--- src/rtl/fetch_unit_if.sv ---
// Instruction-memory port of the fetch unit: single-outstanding req/rvalid.
interface fetch_unit_if;
  localparam int unsigned XLEN = 32;

  logic            imem_req;
  logic [XLEN-1:0] imem_addr;
  logic            imem_rvalid;
  logic [XLEN-1:0] imem_rdata;

  modport master (
    output imem_req,
    output imem_addr,
    input  imem_rvalid,
    input  imem_rdata
  );

  modport slave (
    input  imem_req,
    input  imem_addr,
    output imem_rvalid,
    output imem_rdata
  );
endinterface

--- src/rtl/fetch_unit.sv ---
// IF-stage fetch engine: owns the PC, fetches one instruction at a time from
// instruction memory and presents it (or a NOP bubble) to the IF/ID register.
// Optional macro FETCH_BYPASS_EN: forward the memory response straight onto
// instrF in the WAIT cycle when not stalled, skipping the READY cycle.
module fetch_unit #(
  parameter logic [31:0] RESET_PC  = 32'h0000_0000,
  parameter logic [31:0] NOP_INSTR = 32'h0000_0013
) (
  input  logic                clk,
  input  logic                reset,
  input  logic                stallF,
  input  logic                pcsrcE,
  input  logic [31:0]         pctargetE,
  fetch_unit_if.master        imem,
  output logic [31:0]         instrF,
  output logic [31:0]         pcF,
  output logic [31:0]         pcplus4F,
  output logic                fetch_busy
);

  localparam int unsigned XLEN = 32;

  typedef enum logic [1:0] {
    ISSUE = 2'd0,
    WAIT  = 2'd1,
    READY = 2'd2,
    FLUSH = 2'd3
  } state_t;

  state_t          r_state;
  logic [XLEN-1:0] r_pc;
  logic [XLEN-1:0] r_ibuf;

  state_t          w_state_nxt;
  logic [XLEN-1:0] w_pc_nxt;
  logic [XLEN-1:0] w_ibuf_nxt;
  logic [XLEN-1:0] w_pc_plus4;
  logic [XLEN-1:0] w_instr;
  logic            w_busy;

  assign w_pc_plus4 = XLEN'(r_pc + XLEN'(4));

  // State, PC and instruction buffer registers; synchronous reset.
  always_ff @(posedge clk) begin
    if (reset) begin
      r_state <= ISSUE;
      r_pc    <= RESET_PC;
      r_ibuf  <= NOP_INSTR;
    end else begin
      r_state <= w_state_nxt;
      r_pc    <= w_pc_nxt;
      r_ibuf  <= w_ibuf_nxt;
    end
  end

  // Next-state, next-PC and presented instruction.
  always_comb begin
    w_state_nxt = r_state;
    w_pc_nxt    = r_pc;
    w_ibuf_nxt  = r_ibuf;
    w_instr     = NOP_INSTR;
    w_busy      = 1'b1;

    case (r_state)
      ISSUE: begin
        // Request leaves this cycle; a redirect must drop its response later.
        if (pcsrcE) begin
          w_pc_nxt    = pctargetE;
          w_state_nxt = FLUSH;
        end else begin
          w_state_nxt = WAIT;
        end
      end

      WAIT: begin
        if (pcsrcE) begin
          w_pc_nxt    = pctargetE;
          // Response arriving now is the stale one; otherwise still in flight.
          w_state_nxt = imem.imem_rvalid ? ISSUE : FLUSH;
        end else if (imem.imem_rvalid) begin
`ifdef FETCH_BYPASS_EN
          if (!stallF) begin
            w_instr     = imem.imem_rdata;
            w_busy      = 1'b0;
            w_pc_nxt    = w_pc_plus4;
            w_state_nxt = ISSUE;
          end else begin
            w_ibuf_nxt  = imem.imem_rdata;
            w_state_nxt = READY;
          end
`else
          w_ibuf_nxt  = imem.imem_rdata;
          w_state_nxt = READY;
`endif
        end
      end

      READY: begin
        w_instr = r_ibuf;
        w_busy  = 1'b0;
        // Redirect wins over a stall; the buffered instruction is dropped.
        if (pcsrcE) begin
          w_pc_nxt    = pctargetE;
          w_state_nxt = ISSUE;
        end else if (!stallF) begin
          w_pc_nxt    = w_pc_plus4;
          w_state_nxt = ISSUE;
        end
      end

      FLUSH: begin
        // Latest redirect wins while waiting out the stale response.
        if (pcsrcE) begin
          w_pc_nxt = pctargetE;
        end
        if (imem.imem_rvalid) begin
          w_state_nxt = ISSUE;
        end
      end

      default: begin
        w_state_nxt = ISSUE;
      end
    endcase
  end

  assign imem.imem_req  = (r_state == ISSUE);
  assign imem.imem_addr = r_pc;
  assign pcF            = r_pc;
  assign pcplus4F       = w_pc_plus4;
  assign instrF         = w_instr;
  assign fetch_busy     = w_busy;

endmodule
--- src/flat_wrapper.sv ---
// flat-port wrapper written by rule: the top's interface ports become plain ports
module fetch_unit_flat 
#(
  parameter logic [31:0] RESET_PC  = 32'h0000_0000,
  parameter logic [31:0] NOP_INSTR = 32'h0000_0013
)
  (clk, reset, stallF, pcsrcE, pctargetE, instrF, pcF, pcplus4F, fetch_busy, imem_imem_req, imem_imem_addr, imem_imem_rvalid, imem_imem_rdata);
  fetch_unit_if imem_i ();
  input  logic clk;
  input  logic reset;
  input  logic stallF;
  input  logic pcsrcE;
  input  logic [31:0] pctargetE;
  output logic [31:0] instrF;
  output logic [31:0] pcF;
  output logic [31:0] pcplus4F;
  output logic fetch_busy;
  output wire logic [$bits(imem_i.imem_req)-1:0] imem_imem_req;
  output wire logic [$bits(imem_i.imem_addr)-1:0] imem_imem_addr;
  input wire logic [$bits(imem_i.imem_rvalid)-1:0] imem_imem_rvalid;
  input wire logic [$bits(imem_i.imem_rdata)-1:0] imem_imem_rdata;
  assign imem_imem_req = imem_i.imem_req;
  assign imem_imem_addr = imem_i.imem_addr;
  assign imem_i.imem_rvalid = imem_imem_rvalid;
  assign imem_i.imem_rdata = imem_imem_rdata;
  fetch_unit #(.RESET_PC(RESET_PC), .NOP_INSTR(NOP_INSTR)) u_core (.clk(clk), .reset(reset), .stallF(stallF), .pcsrcE(pcsrcE), .pctargetE(pctargetE), .imem(imem_i), .instrF(instrF), .pcF(pcF), .pcplus4F(pcplus4F), .fetch_busy(fetch_busy));
endmodule
--- config.mk ---
export PLATFORM = sky130hd
export DESIGN_NAME = fetch_unit_flat
export DESIGN_NICKNAME = d
export VERILOG_FILES = /design/src/rtl/fetch_unit_if.sv /design/src/rtl/fetch_unit.sv /design/src/flat_wrapper.sv
export SDC_FILE = /design/constraint.sdc
export NUM_CORES = 1
export LEC_CHECK = 0
export CAP_MARGIN = 40
export CORE_MARGIN = 5
export CORE_UTILIZATION = 35
export CTS_BUF_LIST = sky130_fd_sc_hd__clkbuf_8
export CTS_CLUSTER_DIAMETER = 30
export DETAILED_ROUTE_END_ITERATION = 8
export MAX_ROUTING_LAYER = met4
export PLACE_DENSITY = 0.74
export REMOVE_ABC_BUFFERS = 1
export SYNTH_ARGS = -nofsm -noshare
export SYNTH_HDL_FRONTEND = slang
export SYNTH_SLANG_ARGS = --single-unit
--- constraint.sdc ---
create_clock -name clk -period 2.18 [get_ports clk]
set_input_delay 0.327 -clock clk [delete_from_list [all_inputs] [get_ports clk]]
set_output_delay 0.327 -clock clk [all_outputs]
set_load 0.005 [all_outputs]
==> key figures <==
GRT
  • Largest net degree at the start of global routing: 52
  • Initial antenna violation count: 0
  • First-pass GRT wire length: 23,700 µm
  • Total Routing Usage GR: roughly 22%
  • Gr ovfl total: 0
  • Vias in the first global route: approximately 4,900

Synth
  • Synth Area in Simple Gates: between 30% and 40%
  • Synth Flop Type: dfxtp_1
  • Synth area leader: dfxtp_1
  • Post-synth ARST share: 0%
  • Xor/xnor share of the synthesized area: around 8.5%
  • Post-synth cell types: slightly below 50
  • Synth warnings: 0
  • Syn avg cell area: about 7.6 µm²
  • Post-synth EDFFs: 0
  • Synth top area cells: dfxtp_1 33%, nand2_1 8.1%, buf_4 6.3%, and2_1 4.8%, xnor2_1 4.8%
  • Synth top area share: ~33%
  • Synth Cell Area: around 4000 µm²
  • Adder-cell share of the synthesized area: 0.311%
  • Syn Inst Count: about 530
  • Seq cells post-synth: 66
  • Proportion of synthesized area in mux cells: less than 1%
  • Largest family of logic cells by synthesized area: simple AND/OR/NAND/NOR gates
  • Post-synthesis compound-gate area fraction: between 10% and 20%
  • Seq/Total Area, Yosys: 32.9%

Timing
  • Min Clock Period, post-route: roughly 2.4 ns
  • Final setup viols: 21
  • Setup WS post-layout: -0.234 ns
  • Worst relative slew slack: between 60% and 70%
  • Min Hold Slack: approximately 0.35 ns
  • Max Slew Vio Count: 0
  • Final hold viol count: 0
  • Peak Freq: a little over 400 MHz
  • Fin Clk Skew: ~0.015 ns
  • RSZ-0062 raised after global routing: true
  • Crit share post-route: 111%
  • Worst-Margin Slew: 0.559 ns

Routing
  • First DRT Iteration DRCs: between 300 and 400
  • Post-route ant nets: 0
  • # DRC: 0
  • Vias: between 4,000 and 5,000
  • Routed wire length per instance: between 15 and 20 µm
  • DR pass1 iterations: 5
  • Vias per cell: approximately 5.3
  • Final WL: around 16,000 µm

Place
  • Routability cong.: 0.876
  • DP Area: roughly 6300 µm²
  • DP Wirelength: roughly 11,000 µm
  • Pre-CTS setup slack: -0.461 ns
  • Inst Count DP: about 870
  • Number of port buffers: 198

Outcome
  • Outcome: finished with violations
  • Failing checks: negative setup slack

CTS
  • Deepest clock path buffer count: 2
  • CTS sink cnt: 66
  • Root Driver: clkbuf_8
  • Worst-path clk slew: about 0.080 ns
  • Total CTS buffers: 9
  • Hold-fix buffers, CTS: 0
  • TritonCTS clock tree: done
  • H-tree levels: 3
  • Latest clock arrival within the worst-skew pair: between 0.3 and 0.4 ns

Setup path
  • Startpoint Class: flip-flop
  • Setup crit end kind: output pin
  • Crit path required time: between 1.5 and 2 ns
  • Crit Path Category: flip-flop to output pin
  • CP max stage cell: or3_4
  • Worst path cell trace: ha_4, nand3_4, or3_4, buf_4, buf_6, nor3_4, xor2_1, buf_2
  • Critical Path AT: between 2 and 2.5 ns
  • Crit Path Max Fanout: 4
  • Worst path max stage delay: around 0.40 ns

Flow run
  • MaxCap Viol Count: 0

Pwr
  • Worst VDD drop: roughly 0.37 mV
  • Power per cell area: around 500 nW/µm²
  • Total power draw: 0.00361 W
  • LEAKAGE: roughly 3.4 nW

Die
  • Core area: around 11,000 µm²
  • Die area: between 10,000 and 15,000 µm²
  • DIE HEIGHT: approximately 120 µm
  • Std-Cell Rows: 39
  • Ports: roughly 200
  • Die W: between 100 and 150 µm
  • Starting Density: approximately 36%

Layout
  • Post-Layout Cell Count: 910
  • Nets: 832
  • Share of cells above drive strength 1: ~26%
  • Design Area, Final: ~7200 µm²
  • ANT cells: 0
  • Area grow syn2layout: 79.7%

Min path
  • Hold crit path type: input pin to flip-flop
[synthesized netlist by cell type, types with 6 or more instances]
cell and number:
a211oi_1 11, a21oi_1 31, a311oi_1 10, and2_1 31, and3_1 6, and4_1 6
buf_4 34, clkbuf_1 36, dfxtp_1 66, inv_1 9, nand2_1 87, nand3_1 17
nand4_1 11, nor2_1 42, nor3_1 14, nor4_1 9, o31ai_1 7, or4_1 8
xnor2_1 22, xor2_1 17
[through the flow]
| stage | util, % | TNS [ns] |
|---|---|---|
| 6_report | 63.8 | -2.21 |
| 5_1_grt | 63.8 | -4.40 |
| 2_1_floorplan | - | -10.59 |
| 3_5_place_dp | 55.9 | -4.90 |
| 3_3_place_gp | 55.9 | -4.52 |
| 4_1_cts | 60.5 | -1.94 |
[where the power goes]
part	switching [W]	internal [W]
logic	0.000376	0.000520
registers	0.0000544	0.00127
clock network	0.000513	0.000875
total	0.000943	0.00267
[sequential cells by signal, summed over array words and instances, names as in the netlist]
signal / cells
u_core.r_ibuf: 32
u_core.imem.imem_addr: 32
u_core.r_state: 2
[logic make-up (layout without fill, tap and decap cells)]
family / count (synthesis) / count (layout)
flops: 66 / 66
xor+xnor: 39 / 39
simple gates: 253 / 253
compound gates: 84 / 84
buf+inv: 87 / 322
fa+ha+maj: 1 / 1
mux: 2 / 2
[final timing paths]
path | startpoint | to | slack [ns] | depth (start not counted)
max | u_core.imem.imem_addr[3] | pcplus4F[24] | -0.23 | 8
min | reset | u_core.imem.imem_addr[1] | 0.35 | 2
max reg2reg | u_core.imem.imem_addr[2] | u_core.imem.imem_addr[25] | -0.03 | 8
min reg2reg | u_core.r_ibuf[27] | u_core.r_ibuf[27] | 0.45 | 2
[layout make-up]
cell class / count / area (µm²)
multi-input combinational: 379 / 2570
clock inverter: 7 / 141
inverter: 9 / 33.8
sequential: 66 / 1340
timing repair buffer: 297 / 2840
fill: 922 / 4100
clock buffer: 9 / 124
tap: 143 / 179
[routing by layer]
layer / GRT usage, % / wire length, µm
met3: 3.70 / 1240
met1: 26.0 / 6310
met4: 8.87 / 276
met5: - / 0
met2: 38.2 / 8030
[placed cells by master (no fill, tap or decap), drive strengths merged, types with 5 or more instances in the layout]
cell	n
a211oi	11
a21oi	31
a311oi	10
and2	31
and3	6
and4	6
buf	118
clkbuf	11
clkdlybuf4s50	142
dfxtp	66
dlymetal6s2s	31
inv	9
nand2	87
nand3	17
nand4	12
nor2	42
nor3	14
nor4	10
o31ai	7
or3	5
or4	8
xnor2	22
xor2	17
[critical path: cells and delay by family (launching register included)]
family / cells / cell delay, ns
simple gates: 3 / 0.58
buf+inv: 3 / 0.44
flops: 1 / 0.38
xor+xnor: 1 / 0.19
fa+ha+maj: 1 / 0.16
[what timing repair did]
item,4_1_cts,5_1_grt
buffers inserted,9,16
resized for setup,145,68
endpoints found under the setup margin,66,57
gates cloned,2,2
pin swaps,23,33
Power figures use the tool's default switching activity.
